$ cat src/rtl/alu_arbiter.sv
// Round-robin arbiter sharing one ALU between two requesters; response ALU_LATENCY+2 cycles after grant.
// A response is held until its requester accepts it, and no new request is granted until then.
module alu_arbiter #(
  parameter int ALU_LATENCY = 1
) (
  input  logic        clock,
  input  logic        reset,
  input  logic        req0_valid,
  input  logic        req1_valid,
  output logic        req0_ready,
  output logic        req1_ready,
  input  logic [31:0] req0_op1,
  input  logic [31:0] req0_op2,
  input  logic [31:0] req1_op1,
  input  logic [31:0] req1_op2,
  input  logic [6:0]  req0_aluOp,
  input  logic [6:0]  req1_aluOp,
  output logic        resp0_valid,
  output logic        resp1_valid,
  input  logic        resp0_ready,
  input  logic        resp1_ready,
  output logic [31:0] resp0_result,
  output logic [31:0] resp1_result,
  output logic        resp0_zero,
  output logic        resp1_zero,
  output logic [31:0] alu_op1,
  output logic [31:0] alu_op2,
  output logic [6:0]  alu_aluOp,
  input  logic [31:0] alu_result,
  input  logic        alu_zero,
  output logic        busy
);

  localparam int CW = $clog2(ALU_LATENCY + 1);
  localparam logic [CW-1:0] CNT_DONE = CW'(ALU_LATENCY);

  typedef enum logic [1:0] {IDLE, EXEC, RESP} state_t;

  state_t        state, state_nxt;
  logic [CW-1:0] cnt;
  logic          owner;
  logic          last_grant;
  logic          sel0, sel1;
  logic          capture;
  logic          release_resp;

  // On a tie the requester that was not granted last time wins.
  assign sel0 = req0_valid & (~req1_valid | last_grant);
  assign sel1 = req1_valid & (~req0_valid | ~last_grant);
  assign busy = (state != IDLE);

  always_comb begin
    state_nxt    = state;
    req0_ready   = 1'b0;
    req1_ready   = 1'b0;
    capture      = 1'b0;
    release_resp = 1'b0;
    case (state)
      IDLE: begin
        req0_ready = sel0 & ~reset;
        req1_ready = sel1 & ~reset;
        if (sel0 | sel1) state_nxt = EXEC;
      end
      EXEC: begin
        if (cnt == CNT_DONE) begin
          capture   = 1'b1;
          state_nxt = RESP;
        end
      end
      RESP: begin
        if (owner ? resp1_ready : resp0_ready) begin
          release_resp = 1'b1;
          state_nxt    = IDLE;
        end
      end
      default: state_nxt = IDLE;
    endcase
  end

  always_ff @(posedge clock) begin
    if (reset) begin
      state        <= IDLE;
      cnt          <= '0;
      owner        <= 1'b0;
      last_grant   <= 1'b1;
      alu_op1      <= '0;
      alu_op2      <= '0;
      alu_aluOp    <= '0;
      resp0_valid  <= 1'b0;
      resp1_valid  <= 1'b0;
      resp0_result <= '0;
      resp1_result <= '0;
      resp0_zero   <= 1'b0;
      resp1_zero   <= 1'b0;
    end else begin
      state <= state_nxt;
      if (req0_ready | req1_ready) begin
        alu_op1    <= req1_ready ? req1_op1   : req0_op1;
        alu_op2    <= req1_ready ? req1_op2   : req0_op2;
        alu_aluOp  <= req1_ready ? req1_aluOp : req0_aluOp;
        owner      <= req1_ready;
        last_grant <= req1_ready;
        cnt        <= '0;
      end else if (state == EXEC && !capture) begin
        cnt <= cnt + CW'(1);
      end
      if (capture) begin
        if (owner) begin
          resp1_result <= alu_result;
          resp1_zero   <= alu_zero;
          resp1_valid  <= 1'b1;
        end else begin
          resp0_result <= alu_result;
          resp0_zero   <= alu_zero;
          resp0_valid  <= 1'b1;
        end
      end
      if (release_resp) begin
        if (owner) resp1_valid <= 1'b0;
        else       resp0_valid <= 1'b0;
      end
    end
  end

endmodule

$ cat config.mk
export PLATFORM = sky130hd
export DESIGN_NAME = alu_arbiter
export DESIGN_NICKNAME = d
export VERILOG_FILES = /design/src/rtl/alu_arbiter.sv
export SDC_FILE = /design/constraint.sdc
export NUM_CORES = 1
export LEC_CHECK = 0
export ABC_CLOCK_PERIOD_IN_PS = 5500
export BUFFER_PORTS_ARGS = -buffer_cell sky130_fd_sc_hd__buf_4
export CORE_UTILIZATION = 35
export CTS_CLUSTER_SIZE = 30
export DETAILED_ROUTE_END_ITERATION = 6
export PLACE_DENSITY = 0.75
export SETUP_SLACK_MARGIN = 0.2
export SKIP_CTS_REPAIR_TIMING = 1
export SLEW_MARGIN = 20
export SYNTH_ARGS = -nofsm -noshare
export SYNTH_HDL_FRONTEND = slang
export SYNTH_SLANG_ARGS = --single-unit
$ cat constraint.sdc
create_clock -name clock -period 5.5 [get_ports clock]
set_clock_uncertainty 0.1 [all_clocks]
set_input_delay 1.65 -clock clock [delete_from_list [all_inputs] [get_ports clock]]
set_output_delay 1.65 -clock clock [all_outputs]
set_load 0.05 [all_outputs]
# Word-level counts from Yosys, hierarchy flattened
# Index checks and enable logic that the tools add are counted.
word_totals:
  ff_bits: 144
  output_inout_bits: 142
op_classes:
  muxes: 22
  add_sub_neg: 1
  n_eq_ne: 5
  bitwise: 13
  reduce_logical: 8
ops:
  columns: ["operator", "n"]
  rows:
  - ["$mux W32", 2]
  - ["$mux W1", 15]
  - ["$mux W7", 1]
  - ["$mux W2", 3]
  - ["$ne A2 B2 Y1 const B", 3]
  - ["$pmux W2 S3", 1]
  - ["$not A1 Y1", 5]
  - ["$and A1 B1 Y1", 4]
  - ["$or A1 B1 Y1", 4]
  - ["$reduce_and A2 Y1", 2]
  - ["$reduce_and A3 Y1", 1]
  - ["$eq A2 B1 Y1 const B", 1]
  - ["$eq A2 B2 Y1 const B", 1]
  - ["$logic_not A2 Y1", 1]
  - ["$reduce_bool A2 Y1", 1]
  - ["$reduce_or A2 Y1", 1]
  - ["$add A1 B1 Y1 const B", 1]
  - ["$logic_and A1 B1 Y1", 1]
  - ["$logic_not A1 Y1", 1]

# Depth between registers and ports, before layout
logic_depth:
  depth_word: 7
  depth_mapped: 6
  mapped_depth_nobuf: 3

# Worst setup path before layout
# OpenSTA, ideal clock, no wires.
synth_timing:
  kind: "input to output"
  from: "input port reset"
  to: "output port req1_ready"
  stages: 4
  path_slack_ns: 0.804
  t_arrival_ns: 2.946
  t_required_ns: 3.750
  cell_sequence: "or3_1 -> buf_6 -> buf_6 -> nor2_1"
synth_between:
  elab_chain_cells: 3
synth_lines:
  columns: ["item", "line", "text"]
  rows:
  - ["from (decl)", "7", "input logic reset,"]
  - ["$not A1 Y1", "61", "req1_ready = sel1 & ~reset;"]
  - ["$and A1 B1 Y1", "61", null]
  - ["$mux W1", "58", "case (state)"]
  - ["to (decl)", "11", "output logic req1_ready,"]
# No other way between the ends.

# Worst setup path in the final report
layout_timing:
  from: "input port reset"
  to: "output port req0_ready"
layout_between:
  elab_chain_cells: 3
layout_lines:
  columns: ["item", "line", "text"]
  rows:
  - ["$not A1 Y1", "60", "req0_ready = sel0 & ~reset;"]
  - ["$and A1 B1 Y1", "60", null]
  - ["$mux W1", "58", null]
  - ["to (decl)", "10", "output logic req0_ready,"]
# No other way between the ends.

==> results by group <==
STA
  • Hold Vio Cnt, Final: 0
  • Final setup viols: 0
  • Rel. slew slack: 25.3%
  • Fin. max-slew vios: 0
  • Fin crit share: 83.0%
  • Final min period: 4.56 ns
  • Slew @ Worst Pin: between 1 and 1.5 ns
  • Fmax: around 220 MHz
  • Hold Worst Slack: about 0.35 ns
  • RSZ-0062 raised after global routing: no
  • Final setup TNS: 0 ns

Clock tree
  • CTS sink cnt: 144
  • CTS root buf: clkbuf_16
  • Clk slew on worst S/H paths: around 0.060 ns
  • CTS Buffer Depth: 2
  • Worst-Skew Late Latency: 0.41 ns
  • CTS tree: done
  • CTS buffer count: 17
  • H-tree depth: 4

Worst hold path
  • HP Class: flop to flop

Die
  • Std cell rows: 50
  • Starting Density: a little over a third
  • Core area: roughly 0.019 mm²
  • Chip height: ~140 µm
  • I/O pin count: about 320
  • Die W: ~140 µm
  • Die Area: around 0.020 mm²

Global route
  • Number of global-route vias before repair: roughly 6,400
  • GR Util All Layers: 21.0%
  • Met3 GRT Util: around 7.6%
  • Met2 Use GR: about 37%
  • Largest net degree at the start of global routing: 144
  • Met1 GRT Util: 22.8%
  • GRT overflow: 0
  • First-pass GRT wire length: 33.1 mm
  • Initial antenna violation count: 0
  • Busiest layer in global routing: met2

Yosys
  • Avg Inst Size Synth: 9.13 µm²
  • Syn. warnings: 0
  • Most used flip-flop cell after synthesis: dfxtp_1
  • Cell variety after synth: 33
  • Post-Syn Instances: 746
  • #FFs+latches synth: 144
  • Syn Std Cell Area: 0.00681 mm²
  • Post-Syn Nets: 927
  • Async SR Flop Fraction: 0%
  • EDFF count, synth: 0
  • Seq/Total Area, Yosys: 42.3%

Critical path
  • Slowest stage cell, crit path: or3_4
  • Kind of critical path: primary input to output port
  • Max FO, Critical Path: 19
  • Crit path launch type: primary input
  • Crit path cell chain: buf_6 > or3_4 > a211oi_2 > buf_4
  • Worst endpoint required time: roughly 3.8 ns
  • CP arrival: 2.81 ns
  • FF-to-FF setup slack: between 3 and 4 ns
  • Largest stage delay on the critical path: around 0.47 ns
  • Worst Setup End Kind: output port

Layout
  • Syn-to-layout area delta: 43.3%
  • NumNets Final: 1,193
  • Ant. Diodes: 0
  • Share of post-route cells with drive strength above 1: 48.9%
  • Most common cell after layout, fill and taps aside: buf_4
  • Most frequent cells in the layout: buf_4 (332), dfxtp_1 (144), a21oi_1 (138)

Pwr
  • Leak pwr: 3.77 nW
  • Worst VDD drop: between 150 and 200 µV
  • PD cells: approximately 340 mW/mm²

Route
  • Drt pass-1 iters: 6
  • Number of DRC markers in iteration 0: 263
  • Drt drc: 0
  • Via density: between 5 and 6
  • Routed length per instance: roughly 17 µm
  • Post-route ant nets: 0
  • Routed vias: around 6,700
  • Final wirelength: ~22 mm

Placement
  • Post-DP HPWL: about 14 mm
  • PortBufs: approximately 320
  • Routability cong.: 0.775

Job
  • Max Cap Viol: 0

Outcome
  • Status: complete, no violations
==> final timing paths <==
check | cells past startpoint | startpoint | end
worst min register to register | 2 | resp1_result[5] | resp1_result[5]
worst min-delay path | 2 | resp1_result[5] | resp1_result[5]
worst max-delay path | 4 | reset | req0_ready
worst max register to register | 4 | state[1] | alu_aluOp[0]
==> synth_stat cells (2+ instances only) <==
cell type  number  area, µm²
a21oi_1       138        691
nor2b_1         2       12.5
dfxtp_1       144       2880
buf_6          24        270
buf_1           2       7.51
o21ai_0        10       50.1
inv_1           3       11.3
nand3_1        71        355
nor2_1          6       22.5
buf_2          35        175
a311oi_2       68       1020
o21ai_1         5       25.0
a311oi_1        5       43.8
o21ai_2        57        499
clkbuf_1       27        101
nand2_1       132        495
==> worst max-delay path: cells and delay by family <==
kind / cells / cell delay, ns
AOI/OAI and AO/OA: 1 / 0.31
buffers and inverters: 2 / 0.36
and+or+nand+nor: 1 / 0.47
==> power breakdown <==
part	internal, W	switching, W	total [W]
registers	0.00113	0.0000551	0.00119
logic	0.000342	0.000665	0.00101
clock network	0.000683	0.000495	0.00118
total	0.00215	0.00121	0.00337
==> flip-flops by register name, indices dropped and copies added, names as in the netlist, 2 cells and up, named ones only <==
signal	count
alu_aluOp	7
alu_op1	32
alu_op2	32
resp0_result	32
resp1_result	32
state	2
==> stage by stage <==
stage	std cells	cell area [µm²]	worst slack [ns]	utilization [%]	total power, W
floorplan	746	6810	0.804	-	0.00193
global placement	1253	9170	0.926	48.5	0.00221
global route	1285	9770	0.872	51.7	0.00352
finish	1285	9770	0.936	51.7	0.00337
CTS	1285	9770	0.899	51.7	0.00341
detailed placement	1253	9170	0.903	48.5	0.00222
==> routing by layer <==
| layer | routed length (µm) | part of all wire [%] | vias up |
|---|---|---|---|
| met4 | 566 | 2.6 | 0 |
| met2 | 10500 | 49 | 277 |
| met3 | 2010 | 9.4 | 38 |
| li1 | - | - | 3246 |
| met5 | 0 | 0 | - |
| met1 | 8450 | 39 | 3152 |
==> cells by family after synthesis <==
kind of cell           Yosys count  synth area share (%)
AOI/OAI and AO/OA              289                  35.0
buffers and inverters           91                  8.30
DFF                            144                  42.3
muxes                            1                 0.147
and+or+nand+nor                221                  14.3
==> layout make-up <==
type	instances	area (µm²)
clock buffers	17	425
clock inverters	15	173
fillers	1764	9130
inverters	3	11.3
multi-input cells	511	3410
flip-flops and latches	144	2880
well taps	260	325
repair buffers	335	2540
(Power assumes the default switching activity.)
